`src/rtl/cpu_types_pkg.sv`:
```
// rtl/cpu_types_pkg.sv - shared CPU types used by the memory-request sequencer
//
// Purpose : request sequencer state encoding and the CPU word type.
// Contents: CPU_WORD_W (datapath width), word_t, reqstate_t.
package cpu_types_pkg;

    localparam int CPU_WORD_W = 32;

    typedef logic [CPU_WORD_W-1:0] word_t;

    typedef enum logic [1:0] {
        IDLE   = 2'd0,
        DREQ   = 2'd1,
        HALTED = 2'd2
    } reqstate_t;

endpackage

```
`src/rtl/link_register.sv`:
```
// rtl/link_register.sv - LL/SC link register with store and snoop invalidation
//
// Purpose : holds the load-linked reservation (valid flag + word address).
// Ports   : i_clk, i_rst_n       clock, async active-low reset
//           i_set                LL completed this cycle; reserve i_daddr_word
//           i_store_done         a store (SW/SC) completed this cycle at i_daddr_word
//           i_snoop_valid        external write observed at i_snoop_word
//           i_daddr_word         word address of the current data access
//           i_snoop_word         word address of the external write
//           o_link_valid         reservation currently held
//           o_match              reservation held and equal to i_daddr_word
module link_register
    import cpu_types_pkg::*;
#(
    parameter int ADDR_W = CPU_WORD_W - 2
) (
    input  logic              i_clk,
    input  logic              i_rst_n,
    input  logic              i_set,
    input  logic              i_store_done,
    input  logic              i_snoop_valid,
    input  logic [ADDR_W-1:0] i_daddr_word,
    input  logic [ADDR_W-1:0] i_snoop_word,
    output logic              o_link_valid,
    output logic              o_match
);

    logic              r_link_valid;
    logic [ADDR_W-1:0] r_link_addr;
    logic              w_snoop_old;
    logic              w_snoop_new;

    // Snoop against the reservation already held, and against the address
    // an LL is about to reserve in this very cycle.
    assign w_snoop_old = i_snoop_valid & (i_snoop_word == r_link_addr);
    assign w_snoop_new = i_snoop_valid & (i_snoop_word == i_daddr_word);

    assign o_match      = r_link_valid & (r_link_addr == i_daddr_word);
    assign o_link_valid = r_link_valid;

    always_ff @(posedge i_clk or negedge i_rst_n) begin
        if (!i_rst_n) begin
            r_link_valid <= 1'b0;
            r_link_addr  <= '0;
        end else if (i_set) begin
            // A new reservation replaces the old one; a simultaneous external
            // write to the same word kills it before it is ever usable.
            r_link_valid <= ~w_snoop_new;
            r_link_addr  <= i_daddr_word;
        end else if ((i_store_done & o_match) | w_snoop_old) begin
            r_link_valid <= 1'b0;
        end
    end

endmodule

```
`src/rtl/request_unit.sv`:
```
// rtl/request_unit.sv - memory-request sequencer with PC enable, sticky halt and LL/SC
//
// Purpose : turns per-instruction memory intent into registered memory
//           requests, generates pc_en, holds halt, decides SC success.
// Ports   : CLK, nRST              clock, async active-low reset
//           ihit, dhit             instruction / data access completed
//           dREN, dWEN             instruction reads / writes data memory
//           atomic, halt           instruction is LL/SC, instruction is HALT
//           daddr                  data address of current instruction
//           snoop_valid/_addr      external write observed
//           imemREN                instruction-memory read enable
//           dmemREN, dmemWEN       registered data request
//           pc_en                  instruction retires this cycle
//           halt_out               sticky halt
//           sc_result              SC outcome (valid when pc_en & atomic & dWEN)
module request_unit
    import cpu_types_pkg::*;
#(
    parameter int WORD_W = 32
) (
    input  logic              CLK,
    input  logic              nRST,
    input  logic              ihit,
    input  logic              dhit,
    input  logic              dREN,
    input  logic              dWEN,
    input  logic              atomic,
    input  logic              halt,
    input  logic [WORD_W-1:0] daddr,
    input  logic              snoop_valid,
    input  logic [WORD_W-1:0] snoop_addr,
    output logic              imemREN,
    output logic              dmemREN,
    output logic              dmemWEN,
    output logic              pc_en,
    output logic              halt_out,
    output logic              sc_result
);

    reqstate_t r_state;
    logic      r_dmemREN;
    logic      r_dmemWEN;
    logic      r_halt_out;

    logic      w_link_valid;
    logic      w_link_match;
    logic      w_sc_fail;
    logic      w_link_set;
    logic      w_store_done;
    logic      w_pc_en;
    logic      w_sc_result;

    // An SC without a live reservation on its word is resolved in the fetch
    // cycle: it retires with result 0 and never reaches memory.
    assign w_sc_fail    = ihit & dWEN & atomic & ~w_link_match;

    assign w_link_set   = (r_state == DREQ) & dhit & r_dmemREN & atomic;
    assign w_store_done = (r_state == DREQ) & dhit & r_dmemWEN;

    link_register #(
        .ADDR_W (WORD_W - 2)
    ) u_link (
        .i_clk         (CLK),
        .i_rst_n       (nRST),
        .i_set         (w_link_set),
        .i_store_done  (w_store_done),
        .i_snoop_valid (snoop_valid),
        .i_daddr_word  (daddr[WORD_W-1:2]),
        .i_snoop_word  (snoop_addr[WORD_W-1:2]),
        .o_link_valid  (w_link_valid),
        .o_match       (w_link_match)
    );

    always_ff @(posedge CLK or negedge nRST) begin
        if (!nRST) begin
            r_state    <= IDLE;
            r_dmemREN  <= 1'b0;
            r_dmemWEN  <= 1'b0;
            r_halt_out <= 1'b0;
        end else begin
            case (r_state)
                IDLE: begin
                    if (ihit) begin
                        if (halt) begin
                            r_state    <= HALTED;
                            r_halt_out <= 1'b1;
                        end else if ((dREN | dWEN) & ~w_sc_fail) begin
                            r_state   <= DREQ;
                            r_dmemREN <= dREN;
                            r_dmemWEN <= dWEN;
                        end
                    end
                end
                DREQ: begin
                    if (dhit) begin
                        r_state   <= IDLE;
                        r_dmemREN <= 1'b0;
                        r_dmemWEN <= 1'b0;
                    end
                end
                HALTED: begin
                    r_state <= HALTED;
                end
                default: begin
                    r_state <= IDLE;
                end
            endcase
        end
    end

    // Retirement: non-memory instructions and failed SCs retire in the fetch
    // cycle; memory instructions retire in their dhit cycle.
    always_comb begin
        w_pc_en     = 1'b0;
        w_sc_result = 1'b0;
        case (r_state)
            IDLE: begin
                if (ihit & ~halt) begin
                    if (w_sc_fail) begin
                        w_pc_en = 1'b1;
                    end else if (~(dREN | dWEN)) begin
                        w_pc_en = 1'b1;
                    end
                end
            end
            DREQ: begin
                w_pc_en     = dhit;
                w_sc_result = dhit & r_dmemWEN & atomic;
            end
            default: begin
                w_pc_en     = 1'b0;
                w_sc_result = 1'b0;
            end
        endcase
    end

    assign imemREN   = (r_state == IDLE);
    assign dmemREN   = r_dmemREN;
    assign dmemWEN   = r_dmemWEN;
    assign halt_out  = r_halt_out;
    assign pc_en     = w_pc_en;
    assign sc_result = w_sc_result;

endmodule

```
`config.mk`:
```
export PLATFORM = sky130hd
export DESIGN_NAME = request_unit
export DESIGN_NICKNAME = d
export VERILOG_FILES = /design/src/rtl/cpu_types_pkg.sv /design/src/rtl/link_register.sv /design/src/rtl/request_unit.sv
export SDC_FILE = /design/constraint.sdc
export NUM_CORES = 1
export LEC_CHECK = 0
export BUFFER_PORTS_ARGS = -buffer_cell sky130_fd_sc_hd__buf_2
export CORE_UTILIZATION = 46
export DETAILED_ROUTE_END_ITERATION = 16
export HOLD_SLACK_MARGIN = 0.12
export PLACE_DENSITY = 0.76
export SLEW_MARGIN = 20
export SYNTH_ARGS = -nofsm -noshare
export SYNTH_HDL_FRONTEND = slang
export SYNTH_SLANG_ARGS = --single-unit
```
`constraint.sdc`:
```
create_clock -name CLK -period 1.87 [get_ports CLK]
set_clock_uncertainty 0.2 [all_clocks]
set_input_delay 0.0935 -clock CLK [delete_from_list [all_inputs] [get_ports CLK]]
set_output_delay 0.0935 -clock CLK [all_outputs]
set_load 0.03 [all_outputs]
```
==> impl_metrics.json, run 1 <==
{
  "crit_path_start_kind": "flip-flop",
  "antenna_cells": 0,
  "cts.sink_count": 36,
  "fin_ws_ns": -0.3208,
  "setup_violations": 4,
  "grt_use_met2_pct": 46.35,
  "required_ns": 1.58,
  "first_global_vias": 2349,
  "drtIter0Drc": 102,
  "grt_usage_pct": 27.21,
  "leakage_nw": 1.712,
  "coreArea_sq_um": 5107,
  "tns_ns": -0.6773,
  "dr_total_vias": 2277,
  "layout.nets": 445,
  "cts-root-buf": "clkbuf_8",
  "rows": 26,
  "ir_drop_v": 0.0005487,
  "gp_congestion": 0.8379,
  "final_layout_size_suffix_gt1_share_pct": 42.90,
  "synthesis.area_sq_um": 2426,
  "numCtsBuffers": 5,
  "final_max_slew_viol_count": 0,
  "synth_compound_area_share_pct": 3.507,
  "status": "finished with violations",
  "wire_per_inst_um": 16.26,
  "tightest_slew_ns": 0.8215,
  "worst-setup-path-type": "reg2out",
  "cp-end-kind": "output pin",
  "port_buffers": 74,
  "synth_top_family_by_area": "XOR/XNOR gates",
  "synthXorXnorAreaFrac_pct": 32.49,
  "hold_violations": 0,
  "critical_path_arrival_ns": 1.90,
  "grt_pass1_wl_mm": 10.90,
  "insertion_delay_ns": 0.31,
  "top_usage_layer": "met2",
  "initial_core_util_pct": 47.50,
  "syn_nets": 294,
  "clk_pin_slew_ns": 0.08,
  "grt_overflow": 0,
  "crit_path_start": "u_link.r_link_addr[17]",
  "clockBufferDepth": 2,
  "htree_levels": 2,
  "yosysWarnings": 0,
  "met1_usage_pct": 34.13,
  "die_height_um": 74.62,
  "cts_tree": "built",
  "antenna_found_initial": 0,
  "post-route-drc-count": 0,
  "grt.met3_usage_pct": 5.756,
  "via_per_inst": 5.140,
  "hp-class": "in2reg",
  "period_needed_ns": 2.191,
  "rsz0062_at_grt": "true",
  "drt-total-wl_mm": 7.205,
  "syn_inst": 221,
  "grt_max_degree": 23,
  "r2r-start": "u_link.r_link_addr[17]",
  "dp_hpwl_mm": 4.797,
  "die_w_um": 74.62,
  "min_from": "atomic",
  "synth_adder_area_share_pct": 0,
  "powerDensity_nw_per_um2": 639.3,
  "max_cap_viol_count": 0,
  "dieArea_sq_um": 5568,
  "muxShareOfSynthArea_pct": 13.92,
  "syn_to_final_growth_pct": 54.56,
  "ys_seq_area_share_pct": 37.13,
  "cp_max_fo": 2,
  "synthSimpleGateAreaFrac_pct": 12.02,
  "ant_nets": 0,
  "violations": "negative setup slack",
  "synth_seq_cells": 36,
  "period_share_pct": 117.2,
  "ios": 79,
  "ys_types": 22,
  "avgSynthCellArea_sq_um": 10.98,
  "max_freq_mhz": 456.4,
  "place_ws_ns": -0.1117,
  "postLayoutCoreUtil_pct": 73.42,
  "drt-pass1-iter-count": 4,
  "maxSlewHeadroom_pct": 45.05
}
-- layout by cell type (no fill, tap or decap), types with 5 or more instances in the layout --
cell and instances:
clkbuf_8 5, mux2_2 30, xor2_1 22, nor2_1 6, buf_4 31, buf_2 73, dfrtp_1 36, dlygate4sd3_1 41
nor4_1 7, xnor2_1 62, xnor2_2 6, nand4_1 20
-- state kept, by name, summed over array words and instances (netlist names) --
register             count
u_link.r_link_addr      30
r_state                  2
dmemREN                  1
dmemWEN                  1
halt_out                 1
u_link.o_link_valid      1
-- path summary, 6_finish.rpt --
kind                                                to  slack (ns)  cells past startpoint
worst max-delay path                             pc_en       -0.32                      8
worst min-delay path               u_link.o_link_valid        0.16                      4
worst max register to register                 dmemREN       -0.18                      8
worst min register to register  u_link.r_link_addr[27]        0.38                      1
max in group asynchronous        u_link.r_link_addr[2]        0.18                      3
min in group asynchronous       u_link.r_link_addr[28]        0.45                      3
-- worst max-delay path: stages, from the launching register on --
cell and delay [ns]:
dfrtp_1 0.42, xnor2_2 0.16, nand4_1 0.17, nor4_2 0.27, buf_4 0.16, a21oi_2 0.05
o21ai_1 0.13, a21oi_1 0.07, buf_4 0.17
-- cell usage after synthesis --
master,number,area (sq um)
xnor2_1,68,595.6
dfrtp_1,36,900.9
mux2_2,30,337.8
xor2_1,22,192.7
nand4_1,20,125.1
nor4_1,8,50.05
nor2_1,6,22.52
a21oi_1,5,25.02
nand3_1,4,20.02
and2_1,3,18.77
buf_2,3,15.01
a221o_1,2,20.02
a221oi_1,2,17.52
inv_1,2,7.510
nor2b_1,2,12.51
nor4_2,2,25.02
a21o_2,1,8.760
a31o_2,1,8.760
and3_1,1,6.260
nand2_1,1,3.750
nor3b_1,1,7.510
o21ai_0,1,5.000
-- power breakdown --
group / switching [mW] / internal [mW]
sequential: 0.0650 / 0.857
combinational: 0.338 / 0.429
clock: 0.314 / 0.395
-- per-stage QoR --
stage	instance area [sq um]	total power [mW]	instances	hold slack, ns
2_1_floorplan	2426	1.266	221	-0.4021
3_3_place_gp	3119	1.556	392	-0.1202
3_5_place_dp	3119	1.575	392	-0.1239
4_1_cts	3682	2.360	442	0.1390
5_1_grt	3750	2.501	443	0.1771
6_report	3750	2.397	443	0.1560
-- area by class of cell --
| type | count | area [sq um] |
|---|---|---|
| clock buffers | 5 | 68.82 |
| multi-input cells | 180 | 1594 |
| inverters | 2 | 7.507 |
| clock inverters | 3 | 42.54 |
| repair buffers | 147 | 1049 |
| flip-flops and latches | 36 | 900.9 |
| well taps | 70 | 87.58 |
| fillers | 383 | 1358 |
-- per-layer routing --
layer,vias up,wire [um]
met5,-,0
met4,0,198
met3,19,383
met2,86,3648
met1,1084,2975
li1,1088,-
-- kinds of logic (layout without fill, tap and decap cells) --
kind of cell,Yosys count,count (layout)
compound gates,12,12
xor+xnor,90,90
buf+inv,5,157
flops,36,36
mux,30,30
simple gates,48,48
-- what timing repair did --
action | 4_1_cts | 5_1_grt
buffers inserted | 2 | 0
pin swaps | 10 | 6
hold buffers | 40 | 2
endpoints found under the setup margin | 3 | 23
cloned | 0 | 0
hold endpoints to repair | 72 | 1
gates resized for setup | 7 | 9
Note: power is estimated with default switching activity, not from simulation.
==> inputs of run 2 (changes only) <==
--- a/config.mk
+++ b/config.mk
@@ -7,7 +7,9 @@
 export LEC_CHECK = 0
 export BUFFER_PORTS_ARGS = -buffer_cell sky130_fd_sc_hd__buf_2
+export CAP_MARGIN = 30
 export CORE_UTILIZATION = 46
 export DETAILED_ROUTE_END_ITERATION = 16
 export HOLD_SLACK_MARGIN = 0.12
+export MAX_ROUTING_LAYER = met4
 export PLACE_DENSITY = 0.76
 export SLEW_MARGIN = 20
==> constraint.sdc (replaced) <==
create_clock -name CLK -period 1.87 [get_ports CLK]
set_clock_uncertainty 0.2 [all_clocks]
set_input_delay 0.374 -clock CLK [delete_from_list [all_inputs] [get_ports CLK]]
set_output_delay 0.374 -clock CLK [all_outputs]
set_load 0.03 [all_outputs]
==> run 2 against run 1 <==
- via count shrank 2.9%
- worst setup slack lost 0.31 ns
- clock power shrank 16%
- cell count shrank 2.9%
- core utilization shrank 4.6 points
- highest routed layer unchanged
- power shrank 6.8%
- routed wire length shrank 9.1%
- die area is the same
- sequential power is essentially flat
- critical path type unchanged
- count of clock-buffer cells in the layout grew 2
- non-clock buffer count shrank 13
- the run still ends with negative setup slack left
- first-iteration DRC count shrank 22%
==> impl_metrics.json, run 2 (synthesis results as in run 1) <==
{
  "coreArea_sq_um": 5107,
  "wl_met2_mm": 3.168,
  "leakage_nw": 1.655,
  "max_cap_viol_count": 0,
  "crit_path_start_kind": "flip-flop",
  "drt-pass1-iter-count": 4,
  "switching_share_pct": 30.35,
  "first_global_vias": 2188,
  "syn_to_final_growth_pct": 44.87,
  "crit_top_cell": "a21oi_2",
  "status": "finished with violations",
  "required_ns": 1.30,
  "seqPwrFrac_pct": 41.2,
  "grt_usage_pct": 25.79,
  "cp_cell_sequence": "xnor2_2 > nand4_1 > nor4_4 > a21oi_2 > o21ai_2 > a21oi_2 > buf_6",
  "wl_met1_mm": 2.825,
  "critPathTopFamily": "simple AND/OR/NAND/NOR gates",
  "stdcell_count": 430,
  "powerDensity_nw_per_um2": 635.5,
  "final-seq-area_sq_um": 902.1,
  "wire_per_inst_um": 15.23,
  "htree_levels": 2,
  "drtIter0Drc": 80,
  "antenna_cells": 0,
  "ant_nets": 0,
  "nFillCells": 400,
  "cp-end-kind": "output pin",
  "critical_path_arrival_ns": 1.93,
  "drt-total-wl_mm": 6.550,
  "cts_tree": "built",
  "period_needed_ns": 2.504,
  "power_mw": 2.233,
  "via_per_inst": 5.142,
  "final_layout_size_suffix_gt1_share_pct": 51.39,
  "port_buffers": 74,
  "cts-root-buf": "clkbuf_8",
  "place_area_sq_um": 3306,
  "largest_reg_flops": 30,
  "post-route-cell-area_sq_um": 3515,
  "p_sw_mw": 0.6779,
  "largestRegisters": "u_link.r_link_addr: 30 flops, r_state: 2 flops",
  "tightest_slew_ns": 0.4917,
  "holdWs_ns": 0.1491,
  "path_buf_inv": 1,
  "insertion_delay_ns": 0.29,
  "ir_drop_v": 0.0004631,
  "maxSlewHeadroom_pct": 67.22,
  "slowest_stage": "dfrtp_1",
  "final_cell_mix": "buf_2, xnor2_1, buf_4",
  "min_from": "halt",
  "ios": 79,
  "violations": "negative setup slack",
  "final_max_slew_viol_count": 0,
  "grt_max_degree": 37,
  "numCtsBuffers": 5,
  "hp-class": "in2reg",
  "cts.sink_count": 36,
  "fin_ws_ns": -0.6340,
  "layout_commonest_cell": "buf_2",
  "max_freq_mhz": 399.4,
  "top_register": "u_link.r_link_addr",
  "top_layer_used": "met4",
  "clk_pin_slew_ns": 0.08,
  "clockBufferDepth": 2,
  "worst-setup-path-type": "reg2out",
  "rows": 26,
  "multiInputGateArea_sq_um": 1575,
  "crit_path_start": "u_link.r_link_addr[10]",
  "antenna_found_initial": 0,
  "cp_max_fo": 2,
  "die_height_um": 74.62,
  "comb_power_share_pct": 32.0,
  "dp_cells": 418,
  "setup_violations": 6,
  "clkPwrFrac_pct": 26.7,
  "r2r-start": "u_link.r_link_addr[10]",
  "dieArea_sq_um": 5568,
  "hold_violations": 0,
  "period_share_pct": 133.9,
  "rsz0062_at_grt": "true",
  "grt_pass1_wl_mm": 10.14,
  "initial_core_util_pct": 47.50,
  "gp_congestion": 0.8828,
  "internal-power_mw": 1.556,
  "wl_met3_um": 316,
  "place_ws_ns": -0.5310,
  "grt_overflow": 0,
  "slowest_delay_ns": 0.41,
  "die_w_um": 74.62,
  "post-route-drc-count": 0,
  "layout.nets": 432,
  "reg2reg_slack_ns": -0.25,
  "dp_hpwl_mm": 5.084,
  "dr_total_vias": 2211
}
run 2: changes by cell type in the layout (fill, tap and decap cells not counted), sizes merged:
cell,previous run,this run
buf,106,133
clkinv,1,0
dlygate4sd3,41,1
clkbuf,5,7
bufinv,1,0
run 2: routing by layer:
layer / track usage [%] / vias up
li1: - / 1064
met1: 31.56 / 1041
met2: 42.34 / 81
met3: 4.016 / 25
met4: 11.11 / 0
met5: - / -
run 2: power by group through the flow:
stage / Clock [mW] / Combinational, mW / Sequential [mW]
detailed placement: 0 / 0.689 / 0.933
floorplan: 0 / 0.311 / 0.956
finish: 0.597 / 0.715 / 0.921
global placement: 0 / 0.676 / 0.928
global route: 0.630 / 0.777 / 0.929
CTS: 0.599 / 0.704 / 0.919
run 2: stage by stage:
step | TNS (ns) | utilization (%)
2_1_floorplan | -0.06871 | -
3_3_place_gp | -1.017 | 64.72
3_5_place_dp | -1.187 | 64.72
4_1_cts | -1.254 | 67.64
5_1_grt | -1.781 | 68.81
6_report | -1.387 | 68.81
run 2: final cells by class:
cell class	instances	area share, %
repair buffers	134	24.14
well taps	70	2.492
flip-flops and latches	36	25.67
inverters	2	0.2136
clock buffers	7	2.456
multi-input cells	180	44.82
clock inverters	1	0.2136
run 2: worst reg2reg max path, cell delays in order (launching register included):
cell      delay, ns
dfrtp_1        0.41
xnor2_2        0.14
nand4_1        0.18
nor4_4         0.41
buf_4          0.19
a21o_4         0.14
a221oi_2       0.06
a221o_1        0.27
run 2: what timing repair did:
item | CTS | global route
gates resized for setup | 8 | 8
setup buffers | 1 | 3
hold buffers | 1 | 0
gates cloned | 0 | 0
endpoints found under the hold margin | 36 | 0
pin swaps | 8 | 3
endpoints found under the setup margin | 4 | 7
run 2: worst paths after layout:
path | endpoint | cells past startpoint
max | pc_en | 7
min | halt_out | 2
min in group asynchronous | u_link.r_link_addr[24] | 3
min reg2reg | halt_out | 1
max in group asynchronous | r_state[0] | 3
max reg2reg | dmemREN | 7
==> inputs of run 3 (changes only) <==
SYNTH_HIERARCHICAL = 1   (was default)
==> run 3 against run 2 <==
- the run still ends with negative setup slack left
- synthesized area is 3.1% higher
- critical path depth is 1 higher
- clock power is 2% lower
- power is 1.4% higher
==> impl_metrics.json, run 3 <==
{
  "max_freq_mhz": 386.5,
  "clockBufferDepth": 2,
  "drt-pass1-iter-count": 4,
  "avgSynthCellArea_sq_um": 11.17,
  "leakage_nw": 1.658,
  "die_height_um": 75.74,
  "top_register": "u_link/r_link_addr",
  "syn_nets": 297,
  "critPathTopFamily": "simple AND/OR/NAND/NOR gates",
  "port_buffers": 74,
  "yosysTopAreaCellShare_pct": 36.02,
  "ys_types": 31,
  "status": "finished with violations",
  "final_cell_mix": "buf_2, xnor2_1, buf_4",
  "dr_total_vias": 2237,
  "period_needed_ns": 2.587,
  "coreArea_sq_um": 5172,
  "synth_ff_type": "dfrtp_1",
  "critical_path_arrival_ns": 2.01,
  "final_max_slew_viol_count": 0,
  "stdcell_count": 438,
  "ys_seq_area_share_pct": 36.02,
  "path_buf_inv": 1,
  "multiInputGateArea_sq_um": 1678,
  "synth_seq_cells": 36,
  "syn_to_final_growth_pct": 47.57,
  "layout_commonest_cell": "buf_2",
  "ios": 79,
  "grt_usage_pct": 26.73,
  "fin_ws_ns": -0.7172,
  "tightest_slew_ns": 0.3827,
  "maxSlewHeadroom_pct": 74.25,
  "htree_levels": 2,
  "first_global_vias": 2315,
  "hp-class": "in2reg",
  "grt_overflow": 0,
  "power_mw": 2.266,
  "holdWs_ns": 0.1694,
  "synthesis.area_sq_um": 2501,
  "final_layout_size_suffix_gt1_share_pct": 54.35,
  "grt_max_degree": 37,
  "dieArea_sq_um": 5736,
  "ant_nets": 0,
  "nFillCells": 382,
  "post-route-cell-area_sq_um": 3691,
  "antenna_found_initial": 0,
  "largestRegisters": "u_link/r_link_addr: 30 flops, r_state: 2 flops",
  "syn_inst": 224,
  "numCtsBuffers": 5,
  "drt-total-wl_mm": 6.802,
  "synthArstFlopShare_pct": 100.0,
  "rsz0062_at_grt": "true",
  "period_share_pct": 138.4,
  "clk_pin_slew_ns": 0.07,
  "largest_reg_flops": 30,
  "crit_path_start_kind": "flip-flop",
  "place_area_sq_um": 3428,
  "required_ns": 1.30,
  "insertion_delay_ns": 0.29,
  "hold_violations": 0,
  "post-route-drc-count": 0,
  "dp_cells": 424,
  "cp_cell_sequence": "xnor2_1 > nand4_1 > nor4_2 > and2_1 > nand4b_4 > a21bo_4 > a21oi_4 > buf_6",
  "setup_violations": 5,
  "layout.nets": 440,
  "final-seq-area_sq_um": 900.9,
  "postLayoutCoreUtil_pct": 71.36,
  "grt_pass1_wl_mm": 10.74,
  "slowest_delay_ns": 0.39,
  "cp_max_fo": 2,
  "cts.sink_count": 36,
  "synth_edf_count": 0,
  "ir_drop_v": 0.0005909,
  "cp-end-kind": "output pin",
  "drtIter0Drc": 89,
  "cts-root-buf": "clkbuf_8",
  "wire_per_inst_um": 15.53,
  "violations": "negative setup slack",
  "rows": 26,
  "die_w_um": 75.74,
  "cts_tree": "built",
  "slowest_stage": "dfrtp_1",
  "gp_congestion": 0.8666,
  "via_per_inst": 5.107,
  "dp_hpwl_mm": 5.060,
  "yosysWarnings": 6,
  "antenna_cells": 0,
  "yosys.area.top_type": "dfrtp_1",
  "max_cap_viol_count": 0,
  "synth_area_leaders": "dfrtp_1, xnor2_1, mux2_2, nand4_1, xor2_1",
  "ys_top_cells_by_count": "xnor2_1, dfrtp_1, mux2_2",
  "powerDensity_nw_per_um2": 613.8,
  "initial_core_util_pct": 48.36,
  "yosysMostFrequentCell": "xnor2_1",
  "worst-setup-path-type": "reg2out"
}
==> run 3: changes by cell type after synthesis, sizes merged, moves of 3 or more <==
cell	previous run	this run
nand2b	0	3
nor4	10	7
xnor2	68	80
xor2	22	8
==> run 3: cell type report <==
type | count | area share [%]
repair buffers | 140 | 25.02
multi-input cells | 181 | 45.46
clock buffers | 8 | 2.441
well taps | 70 | 2.373
inverters | 3 | 0.3051
flip-flops and latches | 36 | 24.41
==> run 3: kinds of logic after synthesis <==
family,count (synthesis),synth area share (%)
AOI/OAI and AO/OA,14,4.302
and+or+nand+nor,49,13.86
DFF,36,36.02
xor gates and xnor gates,88,30.82
buffers and inverters,7,1.501
muxes,30,13.51
==> run 3: report_power, final <==
part	internal (mW)	leakage [nW]	switching (mW)	total, mW
Combinational	0.429	1.14	0.330	0.759
Sequential	0.856	0.477	0.0632	0.919
Clock	0.301	0.0455	0.286	0.587
Total	1.59	1.66	0.679	2.27
==> run 3: what timing repair did <==
item,4_1_cts,5_1_grt
setup endpoints to repair,5,36
hold endpoints to repair,36,0
resized for setup,15,12
gates cloned,0,1
hold buffers,1,0
buffers inserted,12,2
pin swaps,7,8
==> run 3: path summary, 6_finish.rpt <==
kind                                     endpoint  slack, ns  cells after the start                   from
max                                         pc_en      -0.72                      8  u_link/r_link_addr[9]
min                        u_link/r_link_addr[17]       0.17                      2              daddr[19]
max reg2reg                               dmemWEN      -0.29                      8  u_link/r_link_addr[9]
min reg2reg                              halt_out       0.27                      1               halt_out
max in group asynchronous                 dmemWEN       0.91                      3                   nRST
min in group asynchronous   u_link/r_link_addr[7]       0.36                      3                   nRST
==> run 3: per-layer routing <==
metal	GRT usage, %	part of all wire [%]	vias to the layer above
met2	47.12	53	65
met3	4.497	4.1	11
met5	-	0	-
met4	8.436	1.5	0
li1	-	-	1079
met1	31.01	41	1082
==> run 3: through the flow <==
stage	worst slack (ns)	TNS [ns]
finish	-0.7172	-1.410
floorplan	-0.1635	-0.1635
global route	-0.8401	-2.103
CTS	-0.7003	-1.889
detailed placement	-0.6261	-1.899
global placement	-0.5266	-1.539
